--- src/rtl/int_seq_pkg.sv ---
// Shared types and constants for the interrupt entry/return sequencer.
package int_seq_pkg;

  // Address/data width of the processor.
  localparam int AW = 8;

  // Memory location that holds the ISR start address.
  localparam logic [AW-1:0] DEF_VEC_ADDR = 8'h01;

  typedef enum logic [2:0] {
    IDLE        = 3'd0,
    DRAIN       = 3'd1,
    SAVE        = 3'd2,
    PUSH        = 3'd3,
    VEC         = 3'd4,
    JUMP        = 3'd5,
    RET_POP     = 3'd6,
    RET_RESTORE = 3'd7
  } state_t;

endpackage

--- src/rtl/int_seq_if.sv ---
// Memory bus between the sequencer (master) and data memory (slave).
//
// Handshake: mem_req is the valid. When mem_req=1, mem_we, mem_addr and
// mem_wdata are held stable until the cycle in which mem_ready=1; that cycle
// completes the transfer, and read data is valid in that same cycle. The
// memory may hold mem_ready low for any number of cycles. mem_ready while
// mem_req=0 carries no meaning and is ignored.
interface int_seq_if;
  import int_seq_pkg::*;

  logic          mem_req;
  logic          mem_we;
  logic [AW-1:0] mem_addr;
  logic [AW-1:0] mem_wdata;
  logic [AW-1:0] mem_rdata;
  logic          mem_ready;

  modport master (
    output mem_req, mem_we, mem_addr, mem_wdata,
    input  mem_rdata, mem_ready
  );

  modport slave (
    input  mem_req, mem_we, mem_addr, mem_wdata,
    output mem_rdata, mem_ready
  );

endinterface

--- src/rtl/int_seq_mem_if.sv ---
// Single-transfer memory port: freezes request fields while the memory waits,
// strobes done on completion and keeps the last read data.
module int_mem_if
  import int_seq_pkg::*;
(
  input  logic          clk,
  input  logic          rst_n,
  input  logic          req,
  input  logic          we,
  input  logic [AW-1:0] addr,
  input  logic [AW-1:0] wdata,
  output logic          done,
  output logic [AW-1:0] rdata,
  int_seq_if.master     mem
);

  logic          busy;
  logic          we_q;
  logic [AW-1:0] addr_q;
  logic [AW-1:0] wdata_q;
  logic [AW-1:0] rdata_q;
  logic          eff_we;

  // First cycle of a request passes straight through; later wait cycles
  // replay the captured copy so the bus cannot drift.
  assign eff_we         = busy ? we_q : we;
  assign mem.mem_req    = req;
  assign mem.mem_we     = req & eff_we;
  assign mem.mem_addr   = req ? (busy ? addr_q : addr) : '0;
  assign mem.mem_wdata  = req ? (busy ? wdata_q : wdata) : '0;
  assign done           = req & mem.mem_ready;
  assign rdata          = rdata_q;

  // Capture request fields on a stalled first cycle; release on completion.
  always_ff @(posedge clk or negedge rst_n) begin
    if (!rst_n) begin
      busy    <= 1'b0;
      we_q    <= 1'b0;
      addr_q  <= '0;
      wdata_q <= '0;
    end else if (!req || mem.mem_ready) begin
      busy    <= 1'b0;
    end else if (!busy) begin
      busy    <= 1'b1;
      we_q    <= we;
      addr_q  <= addr;
      wdata_q <= wdata;
    end
  end

  // Keep the data of the most recent completed read.
  always_ff @(posedge clk or negedge rst_n) begin
    if (!rst_n) begin
      rdata_q <= '0;
    end else if (done && !eff_we) begin
      rdata_q <= mem.mem_rdata;
    end
  end

endmodule

--- src/rtl/int_seq.sv ---
// Interrupt entry/return sequencer: drains the pipeline, saves flags and PC,
// vectors to the ISR, and undoes it all on RTI.
module int_seq
  import int_seq_pkg::*;
#(
  parameter int            PIPE_DEPTH = 4,
  parameter logic [AW-1:0] VEC_ADDR   = DEF_VEC_ADDR
) (
  input  logic          clk,
  input  logic          rst_n,
  input  logic          intr_i,
  input  logic          rti_i,
  input  logic [AW-1:0] pc_i,
  input  logic [AW-1:0] sp_i,
  int_seq_if.master     mem,
  output logic          stall,
  output logic          flush,
  output logic          saveF,
  output logic          returnF,
  output logic          pc_load,
  output logic [AW-1:0] pc_load_val,
  output logic          sp_dec,
  output logic          sp_inc,
  output logic          in_isr,
  output state_t        dbg_state
);

  localparam int            CW   = (PIPE_DEPTH > 1) ? $clog2(PIPE_DEPTH) : 1;
  localparam logic [CW-1:0] LAST = CW'(PIPE_DEPTH - 1);

  state_t        state_q, state_d;
  logic          pending_q;
  logic          in_isr_q;
  logic [CW-1:0] cnt_q;
  logic [AW-1:0] saved_pc_q;

  logic          m_req;
  logic          m_we;
  logic [AW-1:0] m_addr;
  logic [AW-1:0] m_wdata;
  logic          m_done;

  logic          drain_last;
  logic          in_ret;

  assign drain_last = (state_q == DRAIN) && (cnt_q == LAST);
  assign in_ret     = (state_q == RET_POP) || (state_q == RET_RESTORE);
  assign in_isr     = in_isr_q;
  assign dbg_state  = state_q;

  int_mem_if u_mem (
    .clk   (clk),
    .rst_n (rst_n),
    .req   (m_req),
    .we    (m_we),
    .addr  (m_addr),
    .wdata (m_wdata),
    .done  (m_done),
    .rdata (pc_load_val),
    .mem   (mem)
  );

  // State register.
  always_ff @(posedge clk or negedge rst_n) begin
    if (!rst_n) state_q <= IDLE;
    else        state_q <= state_d;
  end

  // Next state, strobes and memory request for the current state.
  always_comb begin
    state_d = state_q;
    stall   = 1'b0;
    flush   = 1'b0;
    saveF   = 1'b0;
    returnF = 1'b0;
    pc_load = 1'b0;
    sp_dec  = 1'b0;
    sp_inc  = 1'b0;
    m_req   = 1'b0;
    m_we    = 1'b0;
    m_addr  = '0;
    m_wdata = '0;
    case (state_q)
      IDLE: begin
        if (pending_q && !in_isr_q) begin
          state_d = DRAIN;
          stall   = 1'b1;
          flush   = 1'b1;
        end else if (rti_i && in_isr_q) begin
          state_d = RET_POP;
        end
      end
      DRAIN: begin
        stall = 1'b1;
        if (drain_last) state_d = SAVE;
      end
      SAVE: begin
        stall   = 1'b1;
        saveF   = 1'b1;
        state_d = PUSH;
      end
      PUSH: begin
        stall   = 1'b1;
        m_req   = 1'b1;
        m_we    = 1'b1;
        m_addr  = sp_i;
        m_wdata = saved_pc_q;
        if (m_done) begin
          sp_dec  = 1'b1;
          state_d = VEC;
        end
      end
      VEC: begin
        stall  = 1'b1;
        m_req  = 1'b1;
        m_addr = VEC_ADDR;
        if (m_done) state_d = JUMP;
      end
      JUMP: begin
        stall   = 1'b1;
        pc_load = 1'b1;
        state_d = IDLE;
      end
      RET_POP: begin
        stall  = 1'b1;
        m_req  = 1'b1;
        m_addr = sp_i + AW'(1);
        if (m_done) begin
          sp_inc  = 1'b1;
          state_d = RET_RESTORE;
        end
      end
      RET_RESTORE: begin
        stall   = 1'b1;
        returnF = 1'b1;
        pc_load = 1'b1;
        state_d = IDLE;
      end
      default: state_d = IDLE;
    endcase
  end

  // Single-depth request latch; accepting it into DRAIN wins over a new set.
  always_ff @(posedge clk or negedge rst_n) begin
    if (!rst_n) begin
      pending_q <= 1'b0;
    end else if (state_q == IDLE && state_d == DRAIN) begin
      pending_q <= 1'b0;
    end else if (intr_i && (!in_isr_q || in_ret)) begin
      pending_q <= 1'b1;
    end
  end

  // Handler-active flag: set when the ISR is entered, cleared on return.
  always_ff @(posedge clk or negedge rst_n) begin
    if (!rst_n)                      in_isr_q <= 1'b0;
    else if (state_q == JUMP)        in_isr_q <= 1'b1;
    else if (state_q == RET_RESTORE) in_isr_q <= 1'b0;
  end

  // Drain counter and resume-PC capture on the final drain cycle.
  always_ff @(posedge clk or negedge rst_n) begin
    if (!rst_n) begin
      cnt_q      <= '0;
      saved_pc_q <= '0;
    end else if (state_q == DRAIN) begin
      if (drain_last) begin
        cnt_q      <= '0;
        saved_pc_q <= pc_i;
      end else begin
        cnt_q      <= cnt_q + CW'(1);
      end
    end else begin
      cnt_q <= '0;
    end
  end

endmodule

--- src/flat_wrapper.sv ---
// flat-port wrapper written by rule: the top's interface ports become plain ports
module int_seq_flat import int_seq_pkg::*;
#(
  parameter int            PIPE_DEPTH = 4,
  parameter logic [AW-1:0] VEC_ADDR   = DEF_VEC_ADDR
)
  (clk, rst_n, intr_i, rti_i, pc_i, sp_i, stall, flush, saveF, returnF, pc_load, pc_load_val, sp_dec, sp_inc, in_isr, dbg_state, mem_mem_req, mem_mem_we, mem_mem_addr, mem_mem_wdata, mem_mem_rdata, mem_mem_ready);
  int_seq_if mem_i ();
  input  logic clk;
  input  logic rst_n;
  input  logic intr_i;
  input  logic rti_i;
  input  logic [AW-1:0] pc_i;
  input  logic [AW-1:0] sp_i;
  output logic stall;
  output logic flush;
  output logic saveF;
  output logic returnF;
  output logic pc_load;
  output logic [AW-1:0] pc_load_val;
  output logic sp_dec;
  output logic sp_inc;
  output logic in_isr;
  output state_t dbg_state;
  output wire logic [$bits(mem_i.mem_req)-1:0] mem_mem_req;
  output wire logic [$bits(mem_i.mem_we)-1:0] mem_mem_we;
  output wire logic [$bits(mem_i.mem_addr)-1:0] mem_mem_addr;
  output wire logic [$bits(mem_i.mem_wdata)-1:0] mem_mem_wdata;
  input wire logic [$bits(mem_i.mem_rdata)-1:0] mem_mem_rdata;
  input wire logic [$bits(mem_i.mem_ready)-1:0] mem_mem_ready;
  assign mem_mem_req = mem_i.mem_req;
  assign mem_mem_we = mem_i.mem_we;
  assign mem_mem_addr = mem_i.mem_addr;
  assign mem_mem_wdata = mem_i.mem_wdata;
  assign mem_i.mem_rdata = mem_mem_rdata;
  assign mem_i.mem_ready = mem_mem_ready;
  int_seq #(.PIPE_DEPTH(PIPE_DEPTH), .VEC_ADDR(VEC_ADDR)) u_core (.clk(clk), .rst_n(rst_n), .intr_i(intr_i), .rti_i(rti_i), .pc_i(pc_i), .sp_i(sp_i), .mem(mem_i), .stall(stall), .flush(flush), .saveF(saveF), .returnF(returnF), .pc_load(pc_load), .pc_load_val(pc_load_val), .sp_dec(sp_dec), .sp_inc(sp_inc), .in_isr(in_isr), .dbg_state(dbg_state));
endmodule
--- config.mk ---
export PLATFORM = sky130hd
export DESIGN_NAME = int_seq_flat
export DESIGN_NICKNAME = d
export VERILOG_FILES = /design/src/rtl/int_seq_pkg.sv /design/src/rtl/int_seq_if.sv /design/src/rtl/int_seq_mem_if.sv /design/src/rtl/int_seq.sv /design/src/flat_wrapper.sv
export SDC_FILE = /design/constraint.sdc
export NUM_CORES = 1
export LEC_CHECK = 0
export CORE_AREA = 2 2 83 85
export DETAILED_ROUTE_END_ITERATION = 10
export DIE_AREA = 0 0 85 87
export GPL_TIMING_DRIVEN = 0
export PLACE_DENSITY_LB_ADDON = 0.05
export RECOVER_POWER = 100
export SETUP_SLACK_MARGIN = 0.5
export SYNTH_ARGS = -nofsm -noshare
export SYNTH_HDL_FRONTEND = slang
export SYNTH_SLANG_ARGS = --single-unit
--- constraint.sdc ---
create_clock -name clk -period 3.6 [get_ports clk]
set_clock_uncertainty 0.2 [all_clocks]
set_input_delay 0.72 -clock clk [delete_from_list [all_inputs] [get_ports clk]]
set_output_delay 0.72 -clock clk [all_outputs]
set_load 0.01 [all_outputs]
# ---- Word level (Yosys, flattened, before mapping)
# Index checks and enable logic that the tools add are counted.
dict set report op_classes {
  add_sub_neg 2
  n_eq_ne 9
  muxes 32
  n_bitwise 2
  n_reduce_logical 19
}
# cell count
set ops {}
lappend ops {{$mux 8} 5}
lappend ops {{$pmux 8 s3} 1}
lappend ops {{$pmux 3 s7} 1}
lappend ops {{$mux 3} 6}
lappend ops {{$mux 1} 16}
lappend ops {{$eq 3x3->1 const B} 4}
lappend ops {{$add 8x1->8 const B} 1}
lappend ops {{$reduce_or 7->1} 1}
lappend ops {{$eq 3x1->1 const B} 2}
lappend ops {{$eq 3x2->1 const B} 2}
lappend ops {{$logic_and 1x1->1} 6}
lappend ops {{$mux 2} 2}
lappend ops {{$reduce_bool 2->1} 2}
lappend ops {{$logic_not 1->1} 3}
lappend ops {{$logic_not 3->1} 1}
lappend ops {{$logic_or 1x1->1} 3}
lappend ops {{$reduce_or 3->1} 1}
lappend ops {{$add 2x1->2 const B} 1}
lappend ops {{$and 1x1->1} 2}
lappend ops {{$eq 2x2->1 const B} 1}
lappend ops {{$pmux 1 s2} 1}
lappend ops {{$reduce_and 2->1} 1}
lappend ops {{$reduce_or 2->1} 1}
dict set report word_totals {
  reg_bits 41
  inputBits 29
  out_inout_bits 37
  word_cells 74
}

# ---- Depth between registers and ports, before layout
# Gate-level depths: netlist (run 1).
dict set report depth {
  ltp_word 9
  depth_mapped 6
  depth_no_buf 5
}

# ---- Cells and area by module
# Synthesis (run 1) repeated with hierarchy kept, for this count alone.
dict set report hier_totals {
  hier_cells 210
  area_unflattened_um2 2389.8
}
# module n_inst cells_per_inst area_per_inst_um2
set by_module_without_submodules {}
lappend by_module_without_submodules {int_mem_if 1 96 1378.8}
lappend by_module_without_submodules {int_seq 1 114 1011.0}

# ---- Least setup slack after synthesis (run 1)
# OpenSTA, ideal clock, no wires.
dict set report synth_timing {
  path_kind {input to output}
  startpoint {input sp_i[0]}
  endpoint {output mem_mem_addr[4]}
  arrival_time_ns 1.687
  required_time_ns 2.680
  path_slack_ns 0.993
  stages 5
  n_path_buf 0
  path_cell_list {ha_1 > nand3_1 > o21a_1 > a211o_1 > a21oi_1}
}
dict set report synth_between {
  elab_chain_cells 4
}
# item line
set synth_rtl {}
lappend synth_rtl {{from (decl)} flat_wrapper.sv:14} ;# input logic [AW-1:0] sp_i;
lappend synth_rtl {{$add 8x1->8} int_seq.sv:127} ;# m_addr = sp_i + AW'(1);
lappend synth_rtl {{$pmux 8 s3} int_seq.sv:83} ;# case (state_q)
lappend synth_rtl {{$mux 8} --}
lappend synth_rtl {{$mux 8} int_seq_mem_if.sv:29} ;# assign mem.mem_addr = req ? (busy ? addr_q : addr) : '0;
lappend synth_rtl {{to (decl)} flat_wrapper.sv:27} ;# output wire logic [$bits(mem_i.mem_addr)-1:0] mem_mem_addr;
# Every way passes these cells.

# ---- Worst setup path after layout (run 1)
dict set report layout_timing {
  startpoint {register u_core.state_q[2], in the netlist u_core.dbg_state[2]}
  endpoint {output mem_mem_req}
}
dict set report layout_between {
  elab_chain_cells 3
  word_cells_on_any_way 5
  cone_classes {eq/ne: 3; mux: 1; reduce/logical: 1}
}
# item line
set layout_rtl {}
lappend layout_rtl {{from (decl)} int_seq.sv:31} ;# state_t state_q, state_d;
lappend layout_rtl {{from (signal assigned)} int_seq.sv:66} ;# else state_q <= state_d;
lappend layout_rtl {{$eq 3x2->1 or $eq 3x3->1 (tied branches)} int_seq.sv:83}
lappend layout_rtl {{$reduce_or 3->1 (no source line) *} --}
lappend layout_rtl {{$mux 1 *} int_seq.sv:83}
lappend layout_rtl {{to (decl)} flat_wrapper.sv:25} ;# output wire logic [$bits(mem_i.mem_req)-1:0] mem_mem_req;
# Mark *: on every way between the ends. The rest lies on a longest branch, timed or not.

==> flow_summary.toml, run 1 <==
[routing]
vias = 2051
final_antenna_net_count = 0
drtPass1Iterations = 4
drc = 0
totalWireLength_um = 6000
wl_per_cell_um = 15.1
vias_per_cell = 5.17
first_iter_violations = 83

[grt]
grt_pass1_vias = 2050
grt_overflow = 0
antenna_found_initial = 0
grtUsageTotal = 0.170
grt_pass1_wl_um = 10200
grt_max_degree = 27

[power]
p_leak_nw = 1.34
pwr-share-seq = 0.375
cell_internal_pwr_mw = 1.34
p_switching_mw = 0.805
total_power_mw = 2.15
power_density_nw_per_um2 = 698
swShare = 0.375
vdd_drop_max_v = 0.000308
clkPwrFrac = 0.171
comb_power_share = 0.454

[worst_setup_path]
cp_num_buf_inv = 3
cp_max_fo = 8
path_cells = "and3b_1 > buf_6 > nor2_4 > clkinvlp_2 > dlygate4sd3_1"
cp.arrival_ns = 2.33
crit_start = "u_core.dbg_state[2]"
startpoint_type = "register"
cp_slowest_cell = "dlygate4sd3_1"
cpLargestDelayFamily = "buffers and inverters"
cp.required_ns = 2.68
ff2ff_path_depth = 6
end_kind = "output port"
rrSetupSlack_ns = 1.12
timing.rr.end = "u_core.u_mem.rdata[6]"
r2r-start = "u_core.dbg_state[2]"
path_class = "register to output port"
worst_path_largest_cell_delay_ns = 0.73

[die]
io_pins = 66
dieHeight_um = 87
start_util = 0.335
core-area_um2 = 6570
rows = 30
dieArea_um2 = 7400
die_w_um = 85

[yosys]
syn_area_um2 = 2200
synth_ff_type = "dfrtp_1"
ys_ff_latch = 41
synth-edff-count = 0
syn_avg_cell_area_um2 = 9.21
syn_nets = 270
synth_top_area_frac = 0.466
synth.most_common_cell = "nand2_1"
ys_types = 43
yosys-top-cells-count = "43 x nand2_1, 41 x dfrtp_1, 25 x a21oi_1"
async_reset_ff_frac = 1.00
seq_area_frac_synth = 0.466
synthCells = 239
synth_area_leader_cell = "dfrtp_1"
yosys-top-cells-area = "dfrtp_1 47%, mux2_2 8.2%, nand2_1 7.3%, a21oi_1 5.7%, nand3_1 4.3%"
yosys_warnings = 0

[timing]
slew_viol_final = 0
min_period_ns = 3.25
fin_crit_sh = 0.903
tightest_slew_ns = 1.46
clock.fmax_mhz = 308
rsz0062_at_grt = "true"
hold_viol_final = 0
fin_setup_tns_ns = 0
setup_viol = 0
slew_headroom = 0.0252

[final_layout]
syn2layout_area_growth_pct = 39.6
nFillCells = 653
design_area_um2 = 3070
seq_area_um2 = 1030
drive_gt1_frac = 0.161
finalNonFillerCells = 397
multi_input_area_um2 = 1090
n_antenna_cell = 0
fin_nets = 348

[placed_design]
gp_congestion = 0.772
numPortBuffers = 64
placed_cell_area_um2 = 2960
dp_cells = 384
dp_hpwl_um = 4110

[cts]
root_buffer = "clkbuf_8"
cts_tree = "done"
clock_latency_ns = 0.29
hold_buffers = 0
cts_max_path_buffers = 2
clock-sinks = 41
cts.clk_slew.worst_paths_ns = 0.08
htreeDepth = 2
numCtsBuffers = 5

[min_path]
whs_path_depth = 1
worstHoldStart = "u_core.cnt_q[0]"
worstHoldEndpoint = "u_core.cnt_q[0]"
holdCritPathClass = "register to register"

[flow_run]
maxCapViolCount = 0

[outcome]
status = "complete, no violations"
[power groups by stage]
stage	sequential, mW	clock (mW)	combinational [mW]
after floorplan	0.819	0	0.571
after global placement	0.816	0	0.990
after detailed placement	0.820	0	1.00
after CTS	0.814	0.376	1.03
after global routing	0.843	0.394	1.09
final	0.806	0.367	0.974
[flip-flops by register name (all words and copies together), names as in the netlist]
signal / flops
u_core.cnt_q: 2
u_core.dbg_state: 3
u_core.in_isr: 1
u_core.pending_q: 1
u_core.saved_pc_q: 8
u_core.u_mem.addr_q: 8
u_core.u_mem.busy: 1
u_core.u_mem.rdata: 8
u_core.u_mem.wdata_q: 8
u_core.u_mem.we_q: 1
[cell usage in the layout, fill, tap and decap left out, types with 3 or more instances in the layout]
cell	Yosys	layout
clkbuf_1	7	16
inv_1	5	4
a31oi_1	4	4
clkdlybuf4s25_1	0	5
a21oi_1	25	25
dlygate4sd2_1	0	4
dlygate4sd3_1	0	21
clkdlybuf4s50_1	0	21
o21ai_0	17	18
nand2b_1	4	4
a211oi_2	0	3
nand2_1	43	43
clkbuf_8	0	6
dfrtp_1	41	41
o211a_1	3	3
mux2_2	16	16
nor2_1	5	6
buf_4	0	9
nand3_1	19	20
[how the worst max path moves through the flow]
| stage | to | cells after the start |
|---|---|---|
| after floorplan | mem_mem_addr[4] | 5 |
| after global placement | mem_mem_addr[4] | 7 |
| after detailed placement | mem_mem_addr[4] | 7 |
| after CTS | mem_mem_addr[4] | 7 |
| after global routing | mem_mem_req | 5 |
| final | mem_mem_req | 5 |
[kinds of logic after synthesis]
| group | count (synthesis) | synth area share |
|---|---|---|
| DFF | 41 | 0.466 |
| muxes | 18 | 0.0966 |
| AOI/OAI and AO/OA | 63 | 0.170 |
| and+or+nand+nor | 93 | 0.211 |
| buffers and inverters | 22 | 0.0449 |
| adders and majority gates | 2 | 0.0114 |
[worst register-to-register path, cell delays in order, from the launching register on]
cell and delay [ns]:
dfrtp_1 0.46, and3b_1 0.21, buf_6 0.14, nor2_4 0.16, clkinvlp_2 0.34, nand3_1 0.47, mux2_2 0.39
[layer usage]
layer | up-vias | wire, µm | track usage
li1 | 996 | - | -
met1 | 986 | 2780 | 0.235
met2 | 63 | 2850 | 0.277
met3 | 6 | 302 | 0.0341
met4 | 0 | 64 | 0.0375
met5 | - | 0 | 0
[metrics by stage]
stage          setup slack [ns]  hold slack, ns   util
6_report                  0.350           0.248  0.468
5_1_grt                   0.278           0.287  0.468
4_1_cts                   0.440           0.157  0.479
3_5_place_dp             -0.266           0.241  0.450
3_3_place_gp             -0.298           0.237  0.448
2_1_floorplan             0.993           0.216      -
[area by class of cell]
cell class	instances	area share
Clock buffer	5	0.0224
Timing Repair Buffer	71	0.206
Tap cell	80	0.0326
Sequential cell	41	0.334
Clock inverter	2	0.0114
Inverter	6	0.00773
Multi-Input combinational cell	176	0.354
Buffer	16	0.0317
[repair_timing]
item | 4_1_cts | 5_1_grt
pin swaps | 3 | 4
setup buffers | 2 | 4
endpoints found under the setup margin | 17 | 14
gates resized for setup | 46 | 19
cloned | 0 | 0
Power figures use the tool's default switching activity.
==> run 2, diff against run 1 <==
- CTS_CLUSTER_DIAMETER: not set -> 120
- RECOVER_POWER: 100 -> 50
==> flow_summary.toml, run 2 (synthesis results as in run 1) <==
[placed_design]
dp_hpwl_um = 4110
numPortBuffers = 64
dp_cells = 384
gp_congestion = 0.772

[flow_run]
maxCapViolCount = 0

[min_path]
whs_path_depth = 1
holdCritPathClass = "register to register"
worstHoldEndpoint = "u_core.cnt_q[0]"
worstHoldStart = "u_core.cnt_q[0]"

[grt]
grtUsageTotal = 0.170
grt_overflow = 0
grt_pass1_wl_um = 10200
grt_pass1_vias = 2050
antenna_found_initial = 0
grt_max_degree = 27

[routing]
final_antenna_net_count = 0
wl_per_cell_um = 15.1
first_iter_violations = 74
drc = 0
totalWireLength_um = 6010
vias_per_cell = 5.09
drtPass1Iterations = 4
vias = 2022

[die]
rows = 30
dieArea_um2 = 7400
start_util = 0.335
io_pins = 66
dieHeight_um = 87
core-area_um2 = 6570
die_w_um = 85

[power]
p_leak_nw = 1.49
vdd_drop_max_v = 0.000325
power_density_nw_per_um2 = 698

[worst_setup_path]
ff2ff_path_depth = 4
r2r-start = "u_core.dbg_state[0]"
cp_num_buf_inv = 2
cp_slowest_cell = "a211o_1"
timing.rr.end = "u_core.saved_pc_q[4]"
cpLargestDelayFamily = "compound AO/OA/AOI/OAI gates"
path_cells = "clkdlybuf4s15_2 > ha_2 > nand3_1 > o21a_1 > a211o_1 > a21oi_1 > clkbuf_2"
worst_path_largest_cell_delay_ns = 0.27
cp.arrival_ns = 2.17
path_class = "input pin to output port"
cp_max_fo = 5
rrSetupSlack_ns = 1.55
startpoint_type = "input pin"
end_kind = "output port"
cp.depth = 7
cp.required_ns = 2.68

[final_layout]
layout_common_cells = "43 x nand2_1, 42 x clkdlybuf4s50_1, 41 x dfrtp_1"
fin_util = 0.482
drive_gt1_frac = 0.192
finalNonFillerCells = 397
n_antenna_cell = 0
final_common_cell = "nand2_1"
syn2layout_area_growth_pct = 43.6
fin_nets = 348

[cts]
clock_latency_ns = 0.29
cts_tree = "done"
root_buffer = "clkbuf_8"
numCtsBuffers = 5
hold_buffers = 0
htreeDepth = 2
clock-sinks = 41
cts_max_path_buffers = 2
cts.clk_slew.worst_paths_ns = 0.07

[timing]
hold_viol_final = 0
slew_headroom = 0.0177
fin_crit_sh = 0.859
min_period_ns = 3.09
setup_viol = 0
whs_ns = 0.248
clock.fmax_mhz = 323
rsz0062_at_grt = "true"
slew_viol_final = 0
tightest_slew_ns = 1.47

[outcome]
status = "complete, no violations"
## run 2: routing by layer
metal  up-vias  track usage  share of wire
li1        998            -              -
met1       977        0.235           0.47
met2        43        0.277           0.48
met3         4       0.0341          0.039
met4         0       0.0375         0.0075
met5         -            0              0
## run 2: worst max path at each step
stage	startpoint	end	slack (ns)
floorplan	sp_i[0]	mem_mem_addr[4]	0.99
global placement	sp_i[0]	mem_mem_addr[4]	-0.30
detailed placement	sp_i[0]	mem_mem_addr[4]	-0.27
CTS	sp_i[1]	mem_mem_addr[4]	0.44
global route	sp_i[1]	mem_mem_addr[4]	0.42
finish	sp_i[1]	mem_mem_addr[4]	0.51
## run 2: final cells by class
type                    count  area, µm²
clock buffers               5       68.8
fillers                   638       3410
flip-flops and latches     41       1030
multi-input cells         176       1120
clock inverters             2       35.0
inverters                   6       25.0
repair buffers             71        681
well taps                  80        100
plain buffers              16        104
## run 2: per-stage QoR
step           setup WS, ns  setup TNS, ns  total power, mW  instance area (µm²)
3_3_place_gp         -0.298         -0.581             1.81                 2940
5_1_grt               0.416              0             2.39                 3160
3_5_place_dp         -0.266         -0.539             1.82                 2960
6_report              0.507              0             2.21                 3160
2_1_floorplan         0.993              0             1.39                 2200
4_1_cts               0.440              0             2.22                 3150
## run 2: report_power, final
part / total (mW) / internal [mW] / switching, mW
Clock: 0.365 / 0.202 / 0.163
Sequential: 0.809 / 0.670 / 0.139
Combinational: 1.03 / 0.518 / 0.514
Total: 2.21 / 1.39 / 0.816
## run 2: worst register-to-register path, stage by stage (launching register included)
cell	delay, ns
dfrtp_1	0.44
nor2b_1	0.32
and3_1	0.20
clkbuf_1	0.39
mux2_2	0.39
## run 2: repair_timing
item / in CTS / in global routing
gates resized for setup: 46 / 19
buffers inserted: 2 / 4
pin swaps: 3 / 4
setup endpoints to repair: 17 / 14
hold endpoints to repair: 0 / 0
